===== src/rtl/cpu_pkg.sv =====
// Shared types and constants for the 16-bit pipelined processor.
package cpu_pkg;

    localparam int unsigned DW = 16;
    localparam int unsigned RW = 4;

    typedef enum logic [1:0] {
        IDLE = 2'd0,
        BUSY = 2'd1,
        DONE = 2'd2
    } mem_state_t;

    localparam logic [RW-1:0] OP_LW  = 4'b1000;
    localparam logic [RW-1:0] OP_SW  = 4'b1001;
    localparam logic [RW-1:0] OP_PCS = 4'b1110;
    localparam logic [RW-1:0] OP_HLT = 4'b1111;

endpackage


===== src/rtl/Register.sv =====
// Word register with write enable and synchronous active-high reset.
module Register #(
    parameter int unsigned W = 16
) (
    input  logic         clk,
    input  logic         rst,
    input  logic         wen_i,
    input  logic [W-1:0] d_i,
    output logic [W-1:0] q_o
);

    always_ff @(posedge clk) begin
        if (rst)        q_o <= '0;
        else if (wen_i) q_o <= d_i;
    end

endmodule


===== src/rtl/dff.sv =====
// Single-bit flip-flop with synchronous active-high reset.
module dff (
    input  logic clk,
    input  logic rst,
    input  logic d_i,
    output logic q_o
);

    always_ff @(posedge clk) begin
        if (rst) q_o <= 1'b0;
        else     q_o <= d_i;
    end

endmodule


===== src/rtl/memory_writeback_register.sv =====
// MEM/WB pipeline register: control bits clear on a bubble, data fields hold unless enabled.
module memory_writeback_register
    import cpu_pkg::*;
#(
    parameter int unsigned DW = cpu_pkg::DW,
    parameter int unsigned RW = cpu_pkg::RW
) (
    input  logic          clk,
    input  logic          rst,
    input  logic          wen_i,
    input  logic          mem_wen_i,
    input  logic          bubble_i,
    input  logic          hlt_i,
    input  logic          mem_to_reg_i,
    input  logic          reg_write_i,
    input  logic          pcs_i,
    input  logic [RW-1:0] write_reg_i,
    input  logic [DW-1:0] next_pc_i,
    input  logic [DW-1:0] alu_out_i,
    input  logic [DW-1:0] mem_data_i,
    output logic          hlt_o,
    output logic          mem_to_reg_o,
    output logic          reg_write_o,
    output logic          pcs_o,
    output logic [RW-1:0] write_reg_o,
    output logic [DW-1:0] next_pc_o,
    output logic [DW-1:0] alu_out_o,
    output logic [DW-1:0] mem_data_o
);

    logic [3:0]    ctrl_d;
    logic [3:0]    ctrl_q;
    logic [RW-1:0] write_reg_d;

    assign ctrl_d      = bubble_i ? 4'b0000 : {hlt_i, mem_to_reg_i, reg_write_i, pcs_i};
    assign write_reg_d = wen_i ? write_reg_i : write_reg_o;

    for (genvar g = 0; g < 4; g++) begin : g_ctrl
        dff u_ctrl (.clk(clk), .rst(rst), .d_i(ctrl_d[g]), .q_o(ctrl_q[g]));
    end

    for (genvar g = 0; g < RW; g++) begin : g_wreg
        dff u_wreg (.clk(clk), .rst(rst), .d_i(write_reg_d[g]), .q_o(write_reg_o[g]));
    end

    assign {hlt_o, mem_to_reg_o, reg_write_o, pcs_o} = ctrl_q;

    Register #(.W(DW)) u_next_pc (
        .clk(clk), .rst(rst), .wen_i(wen_i), .d_i(next_pc_i), .q_o(next_pc_o)
    );

    Register #(.W(DW)) u_alu_out (
        .clk(clk), .rst(rst), .wen_i(wen_i), .d_i(alu_out_i), .q_o(alu_out_o)
    );

    Register #(.W(DW)) u_mem_data (
        .clk(clk), .rst(rst), .wen_i(mem_wen_i), .d_i(mem_data_i), .q_o(mem_data_o)
    );

endmodule


===== src/rtl/memory_stage.sv =====
// Memory stage: multi-cycle data-memory access FSM, store-data forwarding and MEM/WB register.
module memory_stage #(
    parameter int unsigned DW = cpu_pkg::DW,
    parameter int unsigned RW = cpu_pkg::RW
) (
    input  logic          clk,
    input  logic          rst,
    input  logic          hlt_xm,
    input  logic          mem_read_xm,
    input  logic          mem_write_xm,
    input  logic          mem_to_reg_xm,
    input  logic          reg_write_xm,
    input  logic          pcs_xm,
    input  logic [RW-1:0] write_reg_xm,
    input  logic [RW-1:0] rt_xm,
    input  logic [RW-1:0] opcode_xm,
    input  logic [DW-1:0] next_pc_xm,
    input  logic [DW-1:0] reg2_xm,
    input  logic [DW-1:0] alu_out_xm,
    output logic          dmem_req,
    output logic          dmem_we,
    output logic [DW-1:0] dmem_addr,
    output logic [DW-1:0] dmem_wdata,
    input  logic [DW-1:0] dmem_rdata,
    input  logic          dmem_ready,
    output logic          stall_mem,
    output logic          hlt_mw,
    output logic          mem_to_reg_mw,
    output logic          reg_write_mw,
    output logic          pcs_mw,
    output logic [RW-1:0] write_reg_mw,
    output logic [DW-1:0] next_pc_mw,
    output logic [DW-1:0] alu_out_mw,
    output logic [DW-1:0] mem_data_mw,
    output logic [DW-1:0] wb_data_mw
);

    import cpu_pkg::*;

    mem_state_t    state_q, state_d;
    logic [DW-1:0] addr_q, wdata_q, lbuf_q;
    logic          we_q;

    logic          access_c, is_load_c, fwd_c;
    logic [DW-1:0] wdata_c;
    logic          capture_c, lbuf_en_c, mw_wen_c, mw_mem_wen_c, mw_bubble_c;
    logic          unused_opcode_c;

    assign unused_opcode_c = ^opcode_xm;

    assign access_c  = mem_read_xm | mem_write_xm;
    assign is_load_c = mem_read_xm & ~mem_write_xm;

    // MEM-to-MEM forwarding from the instruction currently sitting in MEM/WB
    assign fwd_c   = mem_write_xm && reg_write_mw && (write_reg_mw == rt_xm) && (rt_xm != '0);
    assign wdata_c = fwd_c ? wb_data_mw : reg2_xm;

    always_ff @(posedge clk) begin
        if (rst) begin
            state_q <= IDLE;
            addr_q  <= '0;
            wdata_q <= '0;
            we_q    <= 1'b0;
            lbuf_q  <= '0;
        end else begin
            state_q <= state_d;
            if (capture_c) begin
                addr_q  <= alu_out_xm;
                wdata_q <= wdata_c;
                we_q    <= mem_write_xm;
            end
            if (lbuf_en_c) lbuf_q <= dmem_rdata;
        end
    end

    always_comb begin
        state_d      = state_q;
        dmem_req     = 1'b0;
        stall_mem    = 1'b0;
        capture_c    = 1'b0;
        lbuf_en_c    = 1'b0;
        mw_wen_c     = 1'b0;
        mw_mem_wen_c = 1'b0;
        mw_bubble_c  = 1'b0;
        if (!rst) begin
            unique case (state_q)
                IDLE: begin
                    if (access_c) begin
                        dmem_req    = 1'b1;
                        stall_mem   = 1'b1;
                        capture_c   = 1'b1;
                        mw_bubble_c = 1'b1;
                        state_d     = BUSY;
                    end else begin
                        mw_wen_c = 1'b1;
                    end
                end
                BUSY: begin
                    stall_mem   = 1'b1;
                    mw_bubble_c = 1'b1;
                    if (dmem_ready) begin
                        lbuf_en_c = 1'b1;
                        state_d   = DONE;
                    end
                end
                DONE: begin
                    mw_wen_c     = 1'b1;
                    mw_mem_wen_c = is_load_c;
                    state_d      = IDLE;
                end
                default: state_d = IDLE;
            endcase
        end
    end

    // Request-cycle values come straight from EX/MEM; afterwards from the holding registers
    assign dmem_addr  = (state_q == IDLE) ? alu_out_xm   : addr_q;
    assign dmem_wdata = (state_q == IDLE) ? wdata_c      : wdata_q;
    assign dmem_we    = (state_q == IDLE) ? mem_write_xm : we_q;

    memory_writeback_register #(.DW(DW), .RW(RW)) u_mw (
        .clk          (clk),
        .rst          (rst),
        .wen_i        (mw_wen_c),
        .mem_wen_i    (mw_mem_wen_c),
        .bubble_i     (mw_bubble_c),
        .hlt_i        (hlt_xm),
        .mem_to_reg_i (mem_to_reg_xm),
        .reg_write_i  (reg_write_xm),
        .pcs_i        (pcs_xm),
        .write_reg_i  (write_reg_xm),
        .next_pc_i    (next_pc_xm),
        .alu_out_i    (alu_out_xm),
        .mem_data_i   (lbuf_q),
        .hlt_o        (hlt_mw),
        .mem_to_reg_o (mem_to_reg_mw),
        .reg_write_o  (reg_write_mw),
        .pcs_o        (pcs_mw),
        .write_reg_o  (write_reg_mw),
        .next_pc_o    (next_pc_mw),
        .alu_out_o    (alu_out_mw),
        .mem_data_o   (mem_data_mw)
    );

    assign wb_data_mw = mem_to_reg_mw ? mem_data_mw : (pcs_mw ? next_pc_mw : alu_out_mw);

endmodule


===== config.mk =====
export PLATFORM = sky130hd
export DESIGN_NAME = memory_stage
export DESIGN_NICKNAME = d
export VERILOG_FILES = /design/src/rtl/cpu_pkg.sv /design/src/rtl/Register.sv /design/src/rtl/dff.sv /design/src/rtl/memory_writeback_register.sv /design/src/rtl/memory_stage.sv
export SDC_FILE = /design/constraint.sdc
export NUM_CORES = 1
export LEC_CHECK = 0
export CAP_MARGIN = 20
export CORE_MARGIN = 5
export CORE_UTILIZATION = 34
export DETAILED_ROUTE_END_ITERATION = 10
export GPL_TIMING_DRIVEN = 0
export PLACE_DENSITY = 0.66
export SYNTH_ARGS = -nofsm -noshare
export SYNTH_HDL_FRONTEND = slang
export SYNTH_SLANG_ARGS = --single-unit

===== constraint.sdc =====
create_clock -name clk -period 1.61 [get_ports clk]
set_clock_uncertainty 0.1 [all_clocks]
set_input_delay 0.322 -clock clk [delete_from_list [all_inputs] [get_ports clk]]
set_output_delay 0.322 -clock clk [all_outputs]
set_load 0.005 [all_outputs]

==> impl_metrics.env <==
export IMPL_drv_cap=0
export IMPL_antenna_found_initial=0
export IMPL_cts_tree="done"
export IMPL_drt_first_pass_iters=5
export IMPL_wl_per_cell_um=19.1
export IMPL_clk_pin_slew_ps=80
export IMPL_grt_pass1_wl_mm=30.6
export IMPL_whs_ps=358
export IMPL_yosys_warnings=0
export IMPL_criticalPathCategory="register to output port"
export IMPL_place_congestion=0.826
export IMPL_nNetsFinal=996
export IMPL_syn_to_final_growth_pct=81.5
export IMPL_vias_per_cell=5.17
export IMPL_irDropWorstVdd_uv=484
export IMPL_yosys_top_cells_count="nand2_1 (187), dfxtp_1 (107), o21ai_0 (58)"
export IMPL_worst_slew_pin_slew_ps=777
export IMPL_drive_above_1_share_pct=40.7
export IMPL_cp_end_kind="output port"
export IMPL_die_h_um=131
export IMPL_overflow=0
export IMPL_num_antenna_cells=0
export IMPL_syn_nets=733
export IMPL_portBuffers=187
export IMPL_drc=0
export IMPL_period_needed_ps=2350
export IMPL_start_util_pct=34.5
export IMPL_powerDensity_nw_per_um2=796
export IMPL_register_area_um2=2230
export IMPL_synth_edf_count=0
export IMPL_ys_flop_type="dfxtp_1"
export IMPL_synth_area_leaders="dfxtp_1 (43%), nand2_1 (14%), nand2b_1 (6.5%), o21ai_0 (5.8%), a21oi_1 (3.3%)"
export IMPL_p_leak_nw=3.77
export IMPL_yosys_register_bits=107
export IMPL_final_util_pct=62.7
export IMPL_violations="negative setup slack"
export IMPL_place_inst=1019
export IMPL_layout_cells_non_filler=1099
export IMPL_ctsHoldBuffers=0
export IMPL_syn_area_um2=4980
export IMPL_cts_made_buffers=9
export IMPL_whs_path_depth=2
export IMPL_via_count=5686
export IMPL_grt_pass1_vias=5445
export IMPL_synthMostInstantiatedCell="nand2_1"
export IMPL_hp_class="register to register"
export IMPL_ys_types=34
export IMPL_hpwlAfterDp_mm=14.2
export IMPL_row_count=44
export IMPL_core_area_um2=14400
export IMPL_arrival_ps=1930
export IMPL_h_tree_depth=3
export IMPL_synthCells=648
export IMPL_clock_fmax_ghz=0.425
export IMPL_n_fill_cell=1276
export IMPL_reg2reg_depth=9
export IMPL_yosysTopAreaCell="dfxtp_1"
export IMPL_finalWorstSetupSlack_ps=-740
export IMPL_setup_viol_count_final=84
export IMPL_dieArea_um2=17200
export IMPL_cts_num_sinks=107
export IMPL_outcome="finished, violations left"
export IMPL_seq_area_frac_synth_pct=43.0
export IMPL_synth_top_area_share_pct=43.0
export IMPL_crit_fanout=6
export IMPL_cp_start_kind="register"
export IMPL_io_pins=192
export IMPL_hold_viol_final=0
export IMPL_ant_nets=0
export IMPL_drt_iter0_drc=378
export IMPL_grt_max_degree=17
export IMPL_rsz0062_at_grt="true"
export IMPL_insertion_delay_ps=360
export IMPL_wl_mm=21.0
export IMPL_root_buffer="clkbuf_16"
export IMPL_avgSynthCellArea_um2=7.69
export IMPL_slew_headroom_pct=48.2
export IMPL_multi_input_area_um2=3420
export IMPL_slew_viol_final=0
export IMPL_fin_crit_sh_pct=146
export IMPL_die_w_um=131
export IMPL_async_flop_share_pct=0
export IMPL_grt_usage_pct=23.5
export IMPL_cts_buffer_depth=2
export IMPL_cp_required_ps=1190
-- where the power goes --
part	internal, mW	switching, mW	leakage (nW)
Clock	1.14	1.06	0.134
Combinational	1.07	0.963	2.74
Sequential	2.81	0.151	0.898
Total	5.02	2.17	3.77
-- what timing repair did --
item                       in CTS  in global routing
gates resized for setup       483                178
setup endpoints to repair     213                140
cloned                          8                  4
pin swaps                      80                101
buffers inserted               58                 20
-- layer usage --
layer	global-route usage, %	up-vias	wire length, µm
li1	-	2734	-
met2	38.3	222	10100
met4	8.77	0	663
met5	0	-	0
met1	31.1	2690	8920
met3	4.02	40	1300
-- critical path, stage by stage, from the launching register on --
cell and delay, ps:
dfxtp_4 410, buf_8 160, mux2i_2 150, o21ai_2 260
nand4_1 220, a31oi_1 210, buf_2 150
-- registers in the layout, summed over array words and instances, names as in the netlist --
signal and cells:
u_mw.u_mem_data.q_o 16, u_mw.g_wreg.u_wreg.q_o 4, u_mw.u_next_pc.q_o 16, u_mw.g_ctrl.u_ctrl.q_o 4, lbuf_q 16, wdata_q 16, we_q 1, state_q 2
u_mw.u_alu_out.q_o 16, addr_q 16
-- final timing paths --
path,slack (ps),endpoint,start
hold reg to reg,360,u_mw.u_mem_data.q_o[13]$_SDFFE_PP0P_,lbuf_q[13]$_SDFFE_PP0P_
setup / recovery,-740,dmem_wdata[11],u_mw.g_ctrl[0].u_ctrl.q_o$_SDFF_PP0_
hold / removal,360,u_mw.u_mem_data.q_o[13]$_SDFFE_PP0P_,lbuf_q[13]$_SDFFE_PP0P_
setup reg to reg,-270,wdata_q[0]$_SDFFE_PP0P_,state_q[1]$_SDFFE_PP0P_
-- layout make-up --
class,instances,area share (%)
clock inverter,3,0.235
sequential,107,24.6
timing repair buffer,261,26.3
tap,184,2.55
buffer,49,5.58
clock buffer,12,2.85
multi-input combinational,483,37.9
-- metrics by stage --
| stage | power, mW | area [µm²] | setup slack (ps) | setup TNS, ps |
|---|---|---|---|---|
| detailed placement | 4.47 | 7190 | -1370 | -115060 |
| finish | 7.19 | 9040 | -740 | -28930 |
| floorplan | 3.61 | 5090 | -25.3 | -284 |
| global placement | 4.46 | 7190 | -1350 | -114510 |
| global route | 7.45 | 9040 | -759 | -32380 |
| CTS | 7.01 | 8590 | -702 | -35430 |
-- cells by family (layout without fill, tap and decap cells) --
kind of cell | Yosys count | count (layout) | share of synthesized area, %
xor gates and xnor gates | 3 | 3 | 0.528
buffers and inverters | 58 | 325 | 6.83
DFF | 107 | 107 | 43.0
muxes | 16 | 16 | 3.22
AOI/OAI and AO/OA | 153 | 153 | 18.2
and+or+nand+nor | 311 | 311 | 28.2
-- layout by cell type, fill, tap and decap left out, types with 16 or more instances in the layout --
master	instances
buf_4	49
a21oi_1	18
dfxtp_2	28
nand4_1	16
clkdlybuf4s50_1	74
o21ai_0	41
dlygate4sd2_1	52
dfxtp_1	66
nand2_4	21
nor2_1	27
buf_6	37
o21ai_2	16
nand2_2	30
nand2b_1	51
buf_2	39
nand2_1	136
Power figures use the tool's default switching activity.
==> patch: new RTL, config.mk and constraints unchanged <==
Change the package constant `DW` from 16 to 18.
--- a/src/rtl/cpu_pkg.sv
+++ b/src/rtl/cpu_pkg.sv
@@ -1,7 +1,7 @@
 // Shared types and constants for the 16-bit pipelined processor.
 package cpu_pkg;
 
-    localparam int unsigned DW = 16;
+    localparam int unsigned DW = 18;
     localparam int unsigned RW = 4;
 
     typedef enum logic [1:0] {
Interface: changed (10 resized); port bits go from 192 to 212. The function was not compared with the original's and may differ.
==> patch against the original RTL <==
  * The run still ends with setup timing left
  * Setup slack got worse by 170 ps
  * Area after synthesis increased by 16%
  * Global-route usage shrank 0.31 points
  * Final area up 12%
  * Highest routed layer unchanged
  * Power up 30%
  * Sequential cell count grew 12
  * Largest power group is now clock
  * Routed wire length grew 15%
==> patch: results (changes against the original RTL) <==
route:
  dr.first_iter.drc_count: 402  # was 378
  vias_per_cell: 5.075  # was 5.174
  routedWlPerCell_um: 19.14  # was 19.10 um
  routed_wl_um: 24150  # was 20990 um
  wl_met1_um: 10040  # was 8923 um
placed_design:
  pre_cts_ws_ps: -1416  # was -1368 ps
  place_inst: 1145  # was 1019
  placed_cell_area_mm2: 0.008197  # was 0.007191 mm2
  place_congestion: 0.8246  # was 0.8257
  post-dp-hpwl_um: 16490  # was 14230 um
status:
  failed_checks: "setup timing"  # unchanged
  status: "finished with violations"  # unchanged
power:
  cellLeakagePower_nw: 4.227  # was 3.768 nW
  p_int_w: 0.006730  # was 0.005017 W
  comb_cell_power_w: 0.00213  # was 0.00203 W
  peakVddDrop_mv: 0.7189  # was 0.4835 mV
yosys:
  synth-xor-area-share_pct: 0.4536  # was 0.5275%
  yosys-top-cells-count: "nand2_1, dfxtp_1, o21ai_0"  # unchanged
  synthMuxAreaShare_pct: 3.110  # was 3.215%
  yosys.cell_types.count: 38  # was 34
  syn-num-nets: 813  # was 733
  ys_top_cells_by_area: "dfxtp_1, nand2_1, nand2b_1"  # unchanged
global_route:
  antenna_found_initial: 1  # was 0
  use_met1_pct: 28.53  # was 31.11%
  grt_pass1_wl_um: 35710  # was 30570 um
  grt_usage_pct: 23.17  # was 23.48%
  grt_max_degree: 20  # was 17
  grt_pass1_vias: 6380  # was 5445
  grt.met2_usage_pct: 38.28  # was 38.32%
finish:
  multi_input_gates: 537  # was 483
  buf_share_pct: 31.83  # was 31.88%
  signal_buffers: 353  # was 310
  multi_input_area_share_pct: 35.08  # was 37.87%
  syn2layout_area_growth_pct: 74.67  # was 81.49%
  seq_share_pct: 24.34  # was 24.62%
  fillers: 1422  # was 1276
  clkbuf_count: 20  # was 12
  clock_area_share_pct: 6.010  # was 3.087%
setup_path:
  r2r_start: "u_mw.g_wreg[1].u_wreg.q_o$_SDFFE_PP0P_"  # was state_q[1]$_SDFFE_PP0P_
  crit_path_top_delay_cell: "dfxtp_2"  # was dfxtp_4
  path_delay_family: "buffers and inverters"  # was compound AO/OA/AOI/OAI gates
  rr_endpoint: "wdata_q[4]$_SDFFE_PP0P_"  # was wdata_q[0]$_SDFFE_PP0P_
  rrSetupSlack_ps: -770  # was -270 ps
worst_hold_path:
  holdPathEnd: "we_q$_SDFFE_PP0P_"  # was u_mw.u_mem_data.q_o[13]$_SDFFE_PP0P_
  hold_depth: 3  # was 2
  holdCritPathClass: "input port to flip-flop"  # was flip-flop to flip-flop
sta:
  tns_ps: -34930  # was -28930 ps
  setup_slack_ps: -906.7  # was -740.3 ps
  relSlewSlack_pct: 47.35  # was 48.18%
  report.final.setup_viol: 75  # was 84
  hold_slack_ps: 242.5  # was 358.0 ps
clock_network:
  clock_latency_ps: 420  # was 360 ps
  clock_sinks: 119  # was 107
  clkTransAtPathRegs_ps: 50  # was 80 ps
  h-tree-depth: 4  # was 3
patch: worst max path at each step:
| stage | from | endpoint | depth (start not counted) |
|---|---|---|---|
| after floorplan | u_mw.g_wreg[1].u_wreg.q_o$_SDFFE_PP0P_ | dmem_wdata[8] | 6 |
| after global placement | rt_xm[1] | dmem_wdata[8] | 7 |
| after detailed placement | rt_xm[1] | dmem_wdata[8] | 7 |
| after CTS | u_mw.g_ctrl[0].u_ctrl.q_o$_SDFF_PP0_ | dmem_wdata[9] | 7 |
| after global routing | u_mw.g_ctrl[0].u_ctrl.q_o$_SDFF_PP0_ | dmem_wdata[15] | 8 |
| final | u_mw.g_ctrl[0].u_ctrl.q_o$_SDFF_PP0_ | dmem_wdata[13] | 8 |
patch: cells by family (layout without fill, tap and decap cells):
family | after synthesis | in the layout
flip-flops | 119 | 119
buffers and inverters | 64 | 385
AND/OR/NAND/NOR | 345 | 345
AO/OA/AOI/OAI | 171 | 171
other | 0 | 1
multiplexers | 18 | 18
XOR/XNOR | 3 | 3
